<file path="src/rtl/mc_pkg.sv">
// mc_pkg: shared FSM state, reject-reason and finish-status encodings
// for the Missionaries-and-Cannibals game engine.
package mc_pkg;
  typedef enum logic [1:0] {PLAY, CHECK, WIN, LOSE} state_t;
  localparam logic [1:0] REJ_NONE  = 2'b00;
  localparam logic [1:0] REJ_CAP   = 2'b01;
  localparam logic [1:0] REJ_AVAIL = 2'b10;
  localparam logic [2:0] FIN_PLAY  = 3'b000;
  localparam logic [2:0] FIN_WIN   = 3'b001;
  localparam logic [2:0] FIN_LOSE  = 3'b010;
endpackage

</file>
<file path="src/rtl/mc_move_checker.sv">
// mc_move_checker: validates one crossing against the current position and
// derives the resulting position plus win/lose status of that position.
module mc_move_checker
  import mc_pkg::*;
#(
  parameter int NUM_PEOPLE = 3,
  parameter int BOAT_CAP   = 2,
  localparam int CNT_W     = $clog2(NUM_PEOPLE + 1)
) (
  input  logic [CNT_W-1:0] missionary_left,
  input  logic [CNT_W-1:0] cannibal_left,
  input  logic             boat_side,
  input  logic [CNT_W-1:0] move_m,
  input  logic [CNT_W-1:0] move_c,
  output logic             legal,
  output logic [1:0]       reject_code,
  output logic [CNT_W-1:0] next_missionary_left,
  output logic [CNT_W-1:0] next_cannibal_left,
  output logic             win,
  output logic             lose
);
  localparam logic [CNT_W-1:0] NP = CNT_W'(NUM_PEOPLE);
  logic [CNT_W:0]   sum;
  logic [CNT_W-1:0] avail_m, avail_c, right_m, right_c;
  logic             cap_bad, avail_bad;
  // passengers come from whichever bank the boat is currently on
  assign sum       = {1'b0, move_m} + {1'b0, move_c};
  assign cap_bad   = sum == '0 || 32'(sum) > BOAT_CAP;
  assign avail_m   = boat_side ? NP - missionary_left : missionary_left;
  assign avail_c   = boat_side ? NP - cannibal_left : cannibal_left;
  assign avail_bad = move_m > avail_m || move_c > avail_c;
  assign legal       = !cap_bad && !avail_bad;
  assign reject_code = cap_bad ? REJ_CAP : avail_bad ? REJ_AVAIL : REJ_NONE;
  assign next_missionary_left = boat_side ? missionary_left + move_m : missionary_left - move_m;
  assign next_cannibal_left   = boat_side ? cannibal_left + move_c : cannibal_left - move_c;
  assign right_m = NP - next_missionary_left;
  assign right_c = NP - next_cannibal_left;
  assign win  = next_missionary_left == '0 && next_cannibal_left == '0;
  assign lose = (next_missionary_left != '0 && next_cannibal_left > next_missionary_left) ||
                (right_m != '0 && right_c > right_m);
endmodule

</file>
<file path="src/rtl/mc_game_engine.sv">
// mc_game_engine: interactive Missionaries-and-Cannibals engine; accepts moves
// over valid/ready, checks them one cycle later and tracks position and status.
module mc_game_engine
  import mc_pkg::*;
#(
  parameter int NUM_PEOPLE = 3,
  parameter int BOAT_CAP   = 2,
  parameter int MOVE_W     = 8,
  localparam int CNT_W     = $clog2(NUM_PEOPLE + 1)
) (
  input  logic              clock,
  input  logic              reset_n,
  input  logic              restart,
  input  logic              move_valid,
  output logic              move_ready,
  input  logic [CNT_W-1:0]  move_m,
  input  logic [CNT_W-1:0]  move_c,
  output logic [CNT_W-1:0]  missionary_left,
  output logic [CNT_W-1:0]  cannibal_left,
  output logic              boat_side,
  output logic [MOVE_W-1:0] move_count,
  output logic              reject,
  output logic [1:0]        reject_code,
  output logic [2:0]        finish
);
  localparam logic [CNT_W-1:0] NP = CNT_W'(NUM_PEOPLE);
  state_t            state_q, state_d;
  logic [CNT_W-1:0]  mm_q, mm_d, mc_q, mc_d, ml_q, ml_d, cl_q, cl_d, nml, ncl;
  logic              side_q, side_d, rej_q, rej_d, legal, win, lose;
  logic [MOVE_W-1:0] cnt_q, cnt_d;
  logic [1:0]        code_q, code_d, chk_code;
  logic [2:0]        fin_q, fin_d;
  mc_move_checker #(.NUM_PEOPLE(NUM_PEOPLE), .BOAT_CAP(BOAT_CAP)) u_chk (
    .missionary_left(ml_q), .cannibal_left(cl_q), .boat_side(side_q),
    .move_m(mm_q), .move_c(mc_q), .legal(legal), .reject_code(chk_code),
    .next_missionary_left(nml), .next_cannibal_left(ncl), .win(win), .lose(lose)
  );
  always_ff @(posedge clock or negedge reset_n) begin
    if (!reset_n) begin
      state_q <= PLAY;
      mm_q    <= '0;
      mc_q    <= '0;
      ml_q    <= NP;
      cl_q    <= NP;
      side_q  <= 1'b0;
      cnt_q   <= '0;
      rej_q   <= 1'b0;
      code_q  <= REJ_NONE;
      fin_q   <= FIN_PLAY;
    end else begin
      state_q <= state_d;
      mm_q    <= mm_d;
      mc_q    <= mc_d;
      ml_q    <= ml_d;
      cl_q    <= cl_d;
      side_q  <= side_d;
      cnt_q   <= cnt_d;
      rej_q   <= rej_d;
      code_q  <= code_d;
      fin_q   <= fin_d;
    end
  end
  always_comb begin
    state_d = state_q;
    mm_d    = mm_q;
    mc_d    = mc_q;
    ml_d    = ml_q;
    cl_d    = cl_q;
    side_d  = side_q;
    cnt_d   = cnt_q;
    fin_d   = fin_q;
    rej_d   = 1'b0;
    code_d  = REJ_NONE;
    case (state_q)
      PLAY: if (move_valid) begin
        state_d = CHECK;
        mm_d    = move_m;
        mc_d    = move_c;
      end
      CHECK: if (legal) begin
        ml_d    = nml;
        cl_d    = ncl;
        side_d  = !side_q;
        cnt_d   = &cnt_q ? cnt_q : cnt_q + 1'b1;
        state_d = win ? WIN : lose ? LOSE : PLAY;
        fin_d   = win ? FIN_WIN : lose ? FIN_LOSE : FIN_PLAY;
      end else begin
        state_d = PLAY;
        rej_d   = 1'b1;
        code_d  = chk_code;
      end
      default: ;
    endcase
    // restart overrides any pending handshake or check result
    if (restart) begin
      state_d = PLAY;
      ml_d    = NP;
      cl_d    = NP;
      side_d  = 1'b0;
      cnt_d   = '0;
      fin_d   = FIN_PLAY;
      rej_d   = 1'b0;
      code_d  = REJ_NONE;
    end
  end
  assign move_ready      = state_q == PLAY;
  assign missionary_left = ml_q;
  assign cannibal_left   = cl_q;
  assign boat_side       = side_q;
  assign move_count      = cnt_q;
  assign reject          = rej_q;
  assign reject_code     = code_q;
  assign finish          = fin_q;
endmodule

</file>
<file path="config.mk">
export PLATFORM = sky130hd
export DESIGN_NAME = mc_game_engine
export DESIGN_NICKNAME = d
export VERILOG_FILES = /design/src/rtl/mc_pkg.sv /design/src/rtl/mc_move_checker.sv /design/src/rtl/mc_game_engine.sv
export SDC_FILE = /design/constraint.sdc
export NUM_CORES = 1
export LEC_CHECK = 0
export CAP_MARGIN = 20
export CORE_MARGIN = 5
export CORE_UTILIZATION = 28
export CTS_BUF_LIST = sky130_fd_sc_hd__clkbuf_2
export DETAILED_ROUTE_END_ITERATION = 8
export PLACE_DENSITY = 0.6
export SYNTH_ARGS = -nofsm -noshare
export SYNTH_HDL_FRONTEND = slang
export SYNTH_SLANG_ARGS = --single-unit
export TNS_END_PERCENT = 30
</file>
<file path="constraint.sdc">
create_clock -name clock -period 3.2 [get_ports clock]
set_input_delay 0.64 -clock clock [delete_from_list [all_inputs] [get_ports clock]]
set_output_delay 0.64 -clock clock [all_outputs]
set_load 0.05 [all_outputs]
</file>
==> flow_summary.json <==
{
  "final_cell_mix": "clkdlybuf4s50_1 (26), dfrtp_1 (20), ha_1 (11)",
  "numPortBuffers": 26,
  "ys_types": 44,
  "crit_type": "reg -> reg",
  "cap_violations": 0,
  "wl_per_cell_um": 13.04,
  "n_antenna_cell": 0,
  "wl_um": 3209,
  "layout-drive-gt1-share_pct": 13.79,
  "fin_skew_ns": 0.01116,
  "clk_path_buf_depth": 2,
  "nNetsFinal": 195,
  "grt_pass1_vias": 1122,
  "synth_seq_cells": 24,
  "tightest_slew_ns": 0.5422,
  "crit_fanout": 16,
  "finalSetupTns_ns": 0,
  "multiInputGateArea_um2": 860.8,
  "syn_area_um2": 1548,
  "final_max_slew_viol_count": 0,
  "ys.flop_type": "dfrtp_1",
  "slew_headroom_pct": 63.74,
  "fp.dieW_um": 84.35,
  "cts_tree": "yes",
  "final_antenna_net_count": 0,
  "grt_pass1_wl_um": 5616,
  "die_area_um2": 7114,
  "synthCells": 149,
  "antenna_found_initial": 0,
  "cts_hold_buf": 0,
  "routabilityCongestion": 0.7444,
  "pin_count": 28,
  "drc": 0,
  "rows": 27,
  "status": "finished, final reports clean",
  "synth_area_leaders": "dfrtp_1 (32%), ha_1 (8.9%), dfstp_2 (6.8%)",
  "startpoint_type": "register",
  "root_buffer": "clkbuf_2",
  "top_layer_used": "met4",
  "wl_met2_um": 1510,
  "final_common_cell": "clkdlybuf4s50_1",
  "synth_top_area_cell": "dfrtp_1",
  "clkLatencyLatePin_ns": 0.35,
  "syn_to_final_growth_pct": 22.07,
  "yosysWarningCount": 0,
  "wirelength_met1_um": 1517,
  "core_um2": 5439,
  "syn_nets": 169,
  "clkSinkCount": 24,
  "hpwl_um": 2389,
  "drt_iter0_drc": 92,
  "final-seq-area_um2": 605.6,
  "fmax_mhz": 373.8,
  "hp-class": "reg -> reg",
  "synth_area_per_cell_um2": 10.39,
  "min_period_over_period_pct": 83.60,
  "htree_levels": 1,
  "hold_viol_final": 0,
  "firstDrtPassIters": 4,
  "wl_met3_um": 145,
  "grt_max_degree": 25,
  "cp_data_required_time_ns": 3.50,
  "nFillCells": 555,
  "worstSetupEndpointType": "register",
  "initial_utilization_pct": 28.46,
  "synth_edf_count": 0,
  "min_period_ns": 2.675,
  "viasPerCell": 4.707,
  "numCtsBuffers": 3,
  "async_reset_ff_share_pct": 100.0,
  "postCtsResizedCells": 0,
  "vias": 1158,
  "yosysTopAreaCellShare_pct": 32.34,
  "rsz0062_at_grt": "no",
  "cts_setup_buffers": 0,
  "die_y_um": 84.35,
  "yosysSeqAreaShare_pct": 39.13,
  "worstPathArrival_ns": 2.98,
  "setup_violations": 0,
  "gr-total-overflow": 0,
  "grtUsageTotal_pct": 9.622,
  "clk_pin_slew_ns": 0.24
}
synth_stat cells (all sizes together), types with 2 or more instances:
| cell type | count |
|---|---|
| a211o | 4 |
| a21oi | 10 |
| and3 | 3 |
| buf | 5 |
| clkbuf | 3 |
| dfrtp | 20 |
| dfstp | 4 |
| ha | 11 |
| inv | 8 |
| mux2 | 3 |
| mux2i | 2 |
| nand2 | 6 |
| nand2b | 4 |
| nand3 | 5 |
| nor2 | 10 |
| nor2b | 7 |
| o21ai | 7 |
| o31ai | 5 |
| or3 | 2 |
| or4 | 5 |
| xnor2 | 4 |
| xnor3 | 2 |
| xor2 | 4 |
registers in the layout, summed over array words and instances, names as in the netlist:
name and cells:
move_count 8, cannibal_left 2, mc_q 2, reject 1
missionary_left 2, finish 2, state_q 2, reject_code 2
boat_side 1, mm_q 2
critical path, stage by stage, from the launching register on:
cell and delay (ns):
dfrtp_1 0.49, ha_1 0.24, fa_1 0.50, xor2_1 0.17, and2b_1 0.19, nand4_2 0.30
or4_1 0.59, a21oi_1 0.16
kinds of logic after synthesis:
family          count (synthesis)  share of synthesized area [%]
flops                          24                          39.13
mux                             5                          3.476
simple gates                   49                          20.13
other cells                     1                         0.2423
buf+inv                        16                          5.255
compound gates                 32                          13.99
fa+ha+maj                      12                          10.19
xor+xnor                       10                          7.599
routing by layer:
layer  vias to the layer above  track usage (%)
met5                         -                0
met4                         0            4.317
met3                         4            1.570
met2                        16            15.14
met1                       560            12.97
li1                        578                -
final timing paths:
| path | from | to | slack [ns] | cells after the start |
|---|---|---|---|---|
| worst min-delay path | finish[1]$_DFFE_PN0P_ | finish[1]$_DFFE_PN0P_ | 0.55 | 2 |
| worst max-delay path | mm_q[0]$_DFFE_PN0P_ | move_count[3]$_DFFE_PN0P_ | 0.52 | 7 |
| worst max register to register | mm_q[0]$_DFFE_PN0P_ | move_count[3]$_DFFE_PN0P_ | 0.52 | 7 |
| max in group asynchronous | reset_n | cannibal_left[1]$_DFFE_PN1P_ | 2.29 | 2 |
| min in group asynchronous | reset_n | move_count[6]$_DFFE_PN0P_ | 0.60 | 2 |
| worst min register to register | finish[1]$_DFFE_PN0P_ | finish[1]$_DFFE_PN0P_ | 0.55 | 2 |
area by class of cell:
| cell class | instances | area share [%] |
|---|---|---|
| clock buffer | 4 | 1.060 |
| multi-input combinational | 109 | 45.56 |
| sequential | 24 | 32.05 |
| inverter | 8 | 1.589 |
| tap | 72 | 4.768 |
| timing repair buffer | 29 | 14.97 |
stage by stage:
stage / util (%) / std cells / hold slack (ns) / area [um2] / setup slack (ns)
finish: 34.74 / 246 / 0.5520 / 1889 / 0.5249
global route: 34.74 / 246 / 0.6051 / 1889 / 0.3023
CTS: 34.74 / 246 / 0.5700 / 1889 / 0.4980
detailed placement: 34.37 / 242 / 0.5048 / 1869 / 0.5415
global placement: 34.37 / 242 / 0.5078 / 1869 / 0.5754
floorplan: - / 149 / 0.3444 / 1548 / 0.7626
Power is left out: the tool's default activity adds up to more than one toggle a clock period on the data nets, which glitch-free logic cannot reach.
